===== config.mk =====
export PLATFORM = sky130hd
export DESIGN_NAME = nibble_serial_alu_seq
export DESIGN_NICKNAME = d
export VERILOG_FILES = /design/src/rtl/nibble_serial_alu_seq.sv
export SDC_FILE = /design/constraint.sdc
export NUM_CORES = 1
export LEC_CHECK = 0
export CAP_MARGIN = 20
export CORE_MARGIN = 3
export CORE_UTILIZATION = 52
export CTS_CLUSTER_DIAMETER = 200
export DETAILED_ROUTE_END_ITERATION = 16
export PLACE_DENSITY = 0.85
export REMOVE_ABC_BUFFERS = 1
export SYNTH_ARGS = -nofsm -noshare
export SYNTH_HDL_FRONTEND = slang
export SYNTH_SLANG_ARGS = --single-unit

===== constraint.sdc =====
create_clock -name clk -period 3.35 [get_ports clk]
set_input_delay 0.335 -clock clk [delete_from_list [all_inputs] [get_ports clk]]
set_output_delay 0.335 -clock clk [all_outputs]
set_load 0.02 [all_outputs]

===== src/rtl/nibble_serial_alu_seq.sv =====
// Purpose : 32-bit add/subtract sequencer that feeds an external 4-bit ripple adder one nibble per cycle (LSN first).
// Latency : operands accepted at edge N, result/flags valid after edge N+NUM_NIBBLES; minimum issue interval NUM_NIBBLES+2.
// Backpr. : in_ready only in IDLE; result held in DONE until out_ready, then one handoff cycle back to IDLE.
// Ports   : clk/rst (sync, active-high); in_valid/in_ready/A/B/sub operand side;
//           out_valid/out_ready/Result/C_out/overflow/zero result side;
//           add_A/add_B/add_Invert_B/add_C_in to the adder, add_Sum/add_C_out back from it.
module nibble_serial_alu_seq #(
  parameter int NUM_NIBBLES = 8
) (
  input  logic                     clk,
  input  logic                     rst,
  input  logic                     in_valid,
  output logic                     in_ready,
  input  logic [4*NUM_NIBBLES-1:0] A,
  input  logic [4*NUM_NIBBLES-1:0] B,
  input  logic                     sub,
  output logic                     out_valid,
  input  logic                     out_ready,
  output logic [4*NUM_NIBBLES-1:0] Result,
  output logic                     C_out,
  output logic                     overflow,
  output logic                     zero,
  output logic [3:0]               add_A,
  output logic [3:0]               add_B,
  output logic                     add_Invert_B,
  output logic                     add_C_in,
  input  logic [3:0]               add_Sum,
  input  logic                     add_C_out
);

  localparam int W  = 4 * NUM_NIBBLES;
  localparam int CW = (NUM_NIBBLES > 1) ? $clog2(NUM_NIBBLES) : 1;

  typedef enum logic [1:0] {IDLE, RUN, DONE} state_t;

  state_t         state, state_nxt;
  logic [W-1:0]   a_reg, b_reg;
  logic           sub_reg;
  logic           carry_reg;
  logic [CW-1:0]  cnt;
  logic           last;
  logic [W-1:0]   nib_mask;
  logic [W-1:0]   nib_data;
  logic [W-1:0]   result_nxt;

  assign last = (state == RUN) && (cnt == CW'(NUM_NIBBLES - 1));

  // Merge the adder's nibble into the current result; zero is taken from
  // this merged value so the flag reflects the final nibble as well.
  assign nib_mask   = W'(4'hF)    << {cnt, 2'b00};
  assign nib_data   = W'(add_Sum) << {cnt, 2'b00};
  assign result_nxt = (Result & ~nib_mask) | nib_data;

  // State register
  always_ff @(posedge clk) begin
    if (rst) state <= IDLE;
    else     state <= state_nxt;
  end

  // Next-state logic
  always_comb begin
    state_nxt = state;
    case (state)
      IDLE:    if (in_valid)  state_nxt = RUN;
      RUN:     if (last)      state_nxt = DONE;
      DONE:    if (out_ready) state_nxt = IDLE;
      default:                state_nxt = IDLE;
    endcase
  end

  // Output logic; the adder interface is quiet outside RUN.
  always_comb begin
    in_ready     = 1'b0;
    out_valid    = 1'b0;
    add_A        = 4'h0;
    add_B        = 4'h0;
    add_Invert_B = 1'b0;
    add_C_in     = 1'b0;
    case (state)
      IDLE: in_ready = 1'b1;
      RUN: begin
        add_A        = a_reg[{cnt, 2'b00} +: 4];
        add_B        = b_reg[{cnt, 2'b00} +: 4];
        add_Invert_B = sub_reg;
        add_C_in     = carry_reg;
      end
      DONE: out_valid = 1'b1;
      default: ;
    endcase
  end

  // Datapath: operand capture, nibble accumulation and flag registration.
  always_ff @(posedge clk) begin
    if (rst) begin
      a_reg     <= '0;
      b_reg     <= '0;
      sub_reg   <= 1'b0;
      carry_reg <= 1'b0;
      cnt       <= '0;
      Result    <= '0;
      C_out     <= 1'b0;
      overflow  <= 1'b0;
      zero      <= 1'b0;
    end else begin
      case (state)
        IDLE: begin
          if (in_valid) begin
            a_reg     <= A;
            b_reg     <= B;
            sub_reg   <= sub;
            carry_reg <= sub;  // subtract is A + ~B + 1
            cnt       <= '0;
          end
        end
        RUN: begin
          Result    <= result_nxt;
          carry_reg <= add_C_out;
          cnt       <= cnt + 1'b1;
          if (last) begin
            C_out    <= add_C_out;
            zero     <= (result_nxt == '0);
            // Operands of the effective addition share a sign but the sum's sign differs.
            overflow <= (a_reg[W-1] == (b_reg[W-1] ^ sub_reg)) && (add_Sum[3] != a_reg[W-1]);
          end
        end
        default: ;
      endcase
    end
  end

endmodule

# ---- Word-level counts from Yosys, hierarchy flattened
# Cells that the tools add are included.
dict set report totals {
  out_inout_bits 47
  wordCells 50
  register_bits 106
}
dict set report op_classes {
  n_addsub 1
  n_reduce_logical 9
  shifts 4
  n_mux 14
  eq_ne 8
  n_bitwise 4
}
# cell count
set op_table {}
lappend op_table {{variable part select 32 x 6 -> 4 bit} 2}
lappend op_table {{bitwise AND 32 bit} 1}
lappend op_table {{logical NOT 32 bit} 1}
lappend op_table {{NOT 32 bit} 1}
lappend op_table {{OR 32 bit} 1}
lappend op_table {{<< shifter 4 x 5 -> 32 bit} 1}
lappend op_table {{<< shifter 4 x 5 -> 32 bit, first input constant} 1}
lappend op_table {{two-way mux 4 bit} 2}
lappend op_table {{two-way mux 2 bit} 3}
lappend op_table {{!= test 2 bit, second input constant} 3}
lappend op_table {{case mux 2 bit (3 select lines)} 1}
lappend op_table {{case mux 3 bit (2 select lines)} 1}
lappend op_table {{AND reduction 2 bit} 3}
lappend op_table {{two-way mux 1 bit} 5}
lappend op_table {{adder 3 x 1 -> 3 bit, second input constant} 1}
lappend op_table {{equality test 3 bit, second input constant} 1}
lappend op_table {{two-way mux 3 bit} 1}
lappend op_table {{AND reduction 3 bit} 1}
lappend op_table {{equality test 2 x 1 -> 1 bit, second input constant} 1}
lappend op_table {{equality test 2 bit, second input constant} 1}
lappend op_table {{logical AND 1 bit} 2}
lappend op_table {{logical NOT 2 bit} 1}
lappend op_table {{case mux 1 bit (2 select lines)} 1}
lappend op_table {{nonzero test 2 bit} 1}
lappend op_table {{3 further kinds} 3}

# ---- Longest topological paths before layout
dict set report depth {
  depth_word 5
  mapped_depth 8
  mapped_depth_nobuf 7
}

# ---- Worst setup path after synthesis
# No wires, ideal clock.
dict set report synth_timing {
  path_kind {register -> register}
  startpoint {register cnt[0]}
  endpoint {register zero}
  path_buffers 1
  setup_slack_ns 1.543
  arrival_ns 1.719
  period_less_slack_ns 1.807
  path_stages_with_launch 9
  path_cell_list {dfxtp_1 -> buf_2 -> inv_1 -> ha_1 -> nand2_1 -> a32oi_1 -> nand4_1 -> or3_1 -> o31ai_1}
}
dict set report synth_via {
  elab_chain_cells 5
}
# item line
set synth_rtl {}
lappend synth_rtl {{start: declaration} 40} ;# logic [CW-1:0] cnt;
lappend synth_rtl {{start signal: assignment} 118} ;# cnt <= cnt + 1'b1;
lappend synth_rtl {{<< shifter 4 x 5 -> 32 bit} 50} ;# assign nib_mask = W'(4'hF) << {cnt, 2'b00};
lappend synth_rtl {{NOT 32 bit} 52} ;# assign result_nxt = (Result & ~nib_mask) | nib_data;
lappend synth_rtl {{bitwise AND 32 bit} 52}
lappend synth_rtl {{OR 32 bit} 52}
lappend synth_rtl {{logical NOT 32 bit} 121} ;# zero <= (result_nxt == '0);
lappend synth_rtl {{end signal: assignment} 121}
lappend synth_rtl {{end: declaration} 22} ;# output logic zero,
# Parallel ways exist; a longest one is shown, timed or not.
# A chain may end at the register's enable or synchronous reset.

# ---- Worst setup path in the final report
dict set report layout_timing {
  startpoint {register cnt[1]}
  endpoint {output port add_A[3]}
}
dict set report layout_via {
  elab_chain_cells 2
}
# item line
set layout_rtl {}
lappend layout_rtl {{variable part select 32 x 6 -> 4 bit} 82} ;# add_A = a_reg[{cnt, 2'b00} +: 4];
lappend layout_rtl {{two-way mux 4 bit} 79} ;# case (state)
lappend layout_rtl {{end: declaration} 23} ;# output logic [3:0] add_A,
# Every way passes these cells.

==> results by group <==
Run status
  – Outcome: completed

Pwr
  – Clk pwr share: 31.5%
  – LEAKAGE: 2.15 nW
  – Share of power burned in registers: 50.7%
  – Switching power: 736 uW
  – Combinational power share: 17.8%
  – Peak supply drop: 0.000270 V
  – Net Sw Frac: 26.9%
  – Pwr Density: 450 nW/um2
  – Internal power: 2.00 mW

Flow run
  – Max Cap Violations: 0

STA
  – Period utilization: 91.7%
  – Worst Skew: 0.00704 ns
  – Relative slew margins: 25.1%
  – Max-slew violation count: 0
  – Max Freq: 0.325 GHz
  – Minimum clock period: 3.07 ns
  – Worst-margin pin slew: 1.12 ns
  – Final setup viols: 0
  – Fin. Hold Viols: 0
  – Total Neg Setup Slack: 0 ns
  – RSZ-0062 raised after global routing: no

CTS
  – Num CTS Buffers: 9
  – Clock Latency Late Sink: 0.37 ns
  – CTS resizes: 0
  – Worst-case clock buffer depth: 2
  – Root Driver: clkbuf_8
  – Post-CTS Hold Fix Bufs: 0
  – Worst-path clk slew: 0.09 ns
  – Setup bufs post-CTS: 0
  – Clk sinks: 106
  – H-tree levels: 3
  – CTS tree: built

Synthesis
  – Synth Instances: 556
  – Post-Syn Area: 4620 um2
  – Number of library cell types mapped by synthesis: 34
  – Register bit total from synthesis: 106
  – Register area share after synthesis: 45.9%
  – Syn Area/Cell: 8.31 um2
  – Yosys warns: 0

Route
  – DR vias/cell: 5.79
  – Drt wl/cell: 16.1 um
  – Post-route ant nets: 0
  – Final wirelength: 12300 um
  – DRC viols: 0
  – Initial DRC Count: 251
  – 1st-pass router iterations: 5
  – Vias: 4421

Global route
  – Vias in the first global route: 4281
  – Largest net degree at the start of global routing: 55
  – Remaining global-route overflow: 0
  – Global-route wire length before repair: 20200 um
  – GRT Total Usage: 24.8%
  – Initial antenna violation count: 0

Worst setup path
  – Critical path type: flop to output pin
  – Crit path max-delay cell type: dfxtp_1
  – Worst Path Required: 3.01 ns
  – Reg-to-Reg End: zero
  – WP buf/inv: 1
  – WP depth: 4
  – R2r startpoint: cnt[1]
  – Crit path DAT: 2.74 ns
  – CP startpoint kind: flop
  – CP endpoint kind: output pin
  – CP delay by family, top: flip-flops
  – Crit path from: cnt[1]
  – Critical path cell sequence: mux4_2 > nand2_1 > a21oi_1 > clkdlybuf4s50_1
  – Crit path to: add_A[3]
  – Crit-path max FO: 24
  – Reg2reg setup slack: 0.60 ns
  – Max stage delay on crit path: 1.08 ns
  – Reg2reg path depth: 6

Cells and area
  – Ratio of cells with drive above 1 in the final layout: 6.69%
  – Most frequent cells in the layout: 160 x nand2_1, 119 x clkdlybuf4s50_1, 106 x dfxtp_1
  – Final #Nets: 733
  – Layout area overhead: 31.5%
  – Sequential Area: 2120 um2
  – Post-Layout Cell Count: 763
  – Antenna cells: 0
  – Most common cell after layout, fill and taps aside: nand2_1
  – Fillers: 680
  – Utilization after layout: 72.2%
  – Area occupied by multi-input gates: 2310 um2

Floorplanning
  – Initial Utilization: 54.9%
  – IO Count: 121
  – DIE AREA: 10100 um2
  – Chip width: 100 um
  – Std-Cell Rows: 33
  – DIE HEIGHT: 100 um
  – Core area: 8420 um2

Placed design
  – Port Buf Inserts: 120
  – Final Wtd Congestion: 0.953
  – HPWL Detailed: 8470 um
  – Cells after DPL: 747

Min path
  – HP Class: input port to flop
  – Depth of the worst hold-timing path: 2
-- worst reg2reg max path, delay by kind of cell (launching register included) --
family	cells	cell delay (ns)
flip-flops	1	1.08
adder cells (fa/ha/maj)	2	0.55
AND/OR/NAND/NOR	2	0.38
AO/OA/AOI/OAI	2	0.67
-- cell type report --
class / instances / area share [%]
timing repair buffer: 129 / 21.0
tap: 105 / 2.16
multi-input combinational: 403 / 38.1
inverter: 4 / 0.247
clock buffer: 10 / 2.10
clock inverter: 6 / 1.48
sequential: 106 / 34.9
-- how the worst min path moves through the flow --
stage | slack (ns) | startpoint | to
global placement | 0.44 | a_reg[11] | a_reg[11]
detailed placement | 0.45 | b_reg[9] | b_reg[9]
finish | 0.45 | rst | Result[31]
floorplan | 0.40 | rst | C_out
global route | 0.47 | rst | Result[15]
CTS | 0.43 | rst | Result[12]
-- cells in the mapped netlist, drive strengths merged --
| cell type | count | area, um2 |
|---|---|---|
| mux2i | 1 | 10.0 |
| inv | 3 | 11.3 |
| a32oi | 12 | 105 |
| mux4 | 16 | 360 |
| nor2 | 41 | 154 |
| dfxtp | 106 | 2120 |
| nand3b | 1 | 7.51 |
| o31ai | 1 | 7.51 |
| or3 | 2 | 12.5 |
| xnor2 | 1 | 8.76 |
| nand4 | 5 | 31.3 |
| nand2b | 6 | 37.5 |
| a2111oi | 1 | 8.76 |
| nand2 | 161 | 604 |
| ha | 6 | 75.1 |
| a222oi | 1 | 10.0 |
| clkinv | 1 | 3.75 |
| a21oi | 81 | 405 |
| buf | 17 | 76.3 |
| a22o | 2 | 17.5 |
| a22oi | 13 | 97.6 |
| and3 | 1 | 6.26 |
| nor2b | 10 | 62.6 |
| nand3 | 2 | 10.0 |
| and2 | 4 | 25.0 |
| a221oi | 7 | 61.3 |
| a211oi | 18 | 135 |
| nor3 | 7 | 35.0 |
| a31oi | 2 | 12.5 |
| nor4 | 1 | 6.26 |
| clkbuf | 26 | 100 |
-- stage by stage --
| step | cell area [um2] | worst slack, ns | hold WS [ns] | power (mW) |
|---|---|---|---|---|
| after floorplan | 4440 | -0.0294 | 0.404 | 1.65 |
| after global placement | 5860 | 0.743 | 0.440 | 1.88 |
| after detailed placement | 5860 | 0.659 | 0.447 | 1.90 |
| after CTS | 6080 | 0.258 | 0.432 | 2.74 |
| after global routing | 6080 | 0.164 | 0.465 | 2.84 |
| final | 6080 | 0.277 | 0.450 | 2.73 |
-- power groups by stage --
stage	clock (mW)	sequential, mW	combinational, mW
after floorplan	0	1.44	0.219
after global placement	0	1.41	0.470
after detailed placement	0	1.41	0.481
after CTS	0.866	1.39	0.485
after global routing	0.913	1.40	0.531
final	0.861	1.39	0.485
-- layer usage --
metal	up-vias	GRT usage, %	routed length [um]
met2	204	42.0	5910
met1	2060	32.0	5070
met5	-	0	0
met4	0	8.70	246
li1	2132	-	-
met3	25	3.96	1070
-- cell families after synthesis --
| family | Yosys count | share of synthesized area (%) |
|---|---|---|
| simple gates | 241 | 21.5 |
| buf+inv | 47 | 4.14 |
| xor+xnor | 1 | 0.190 |
| flops | 106 | 45.9 |
| mux | 17 | 8.02 |
| compound gates | 138 | 18.6 |
| fa+ha+maj | 6 | 1.62 |
Note: power is estimated with default switching activity, not from simulation.
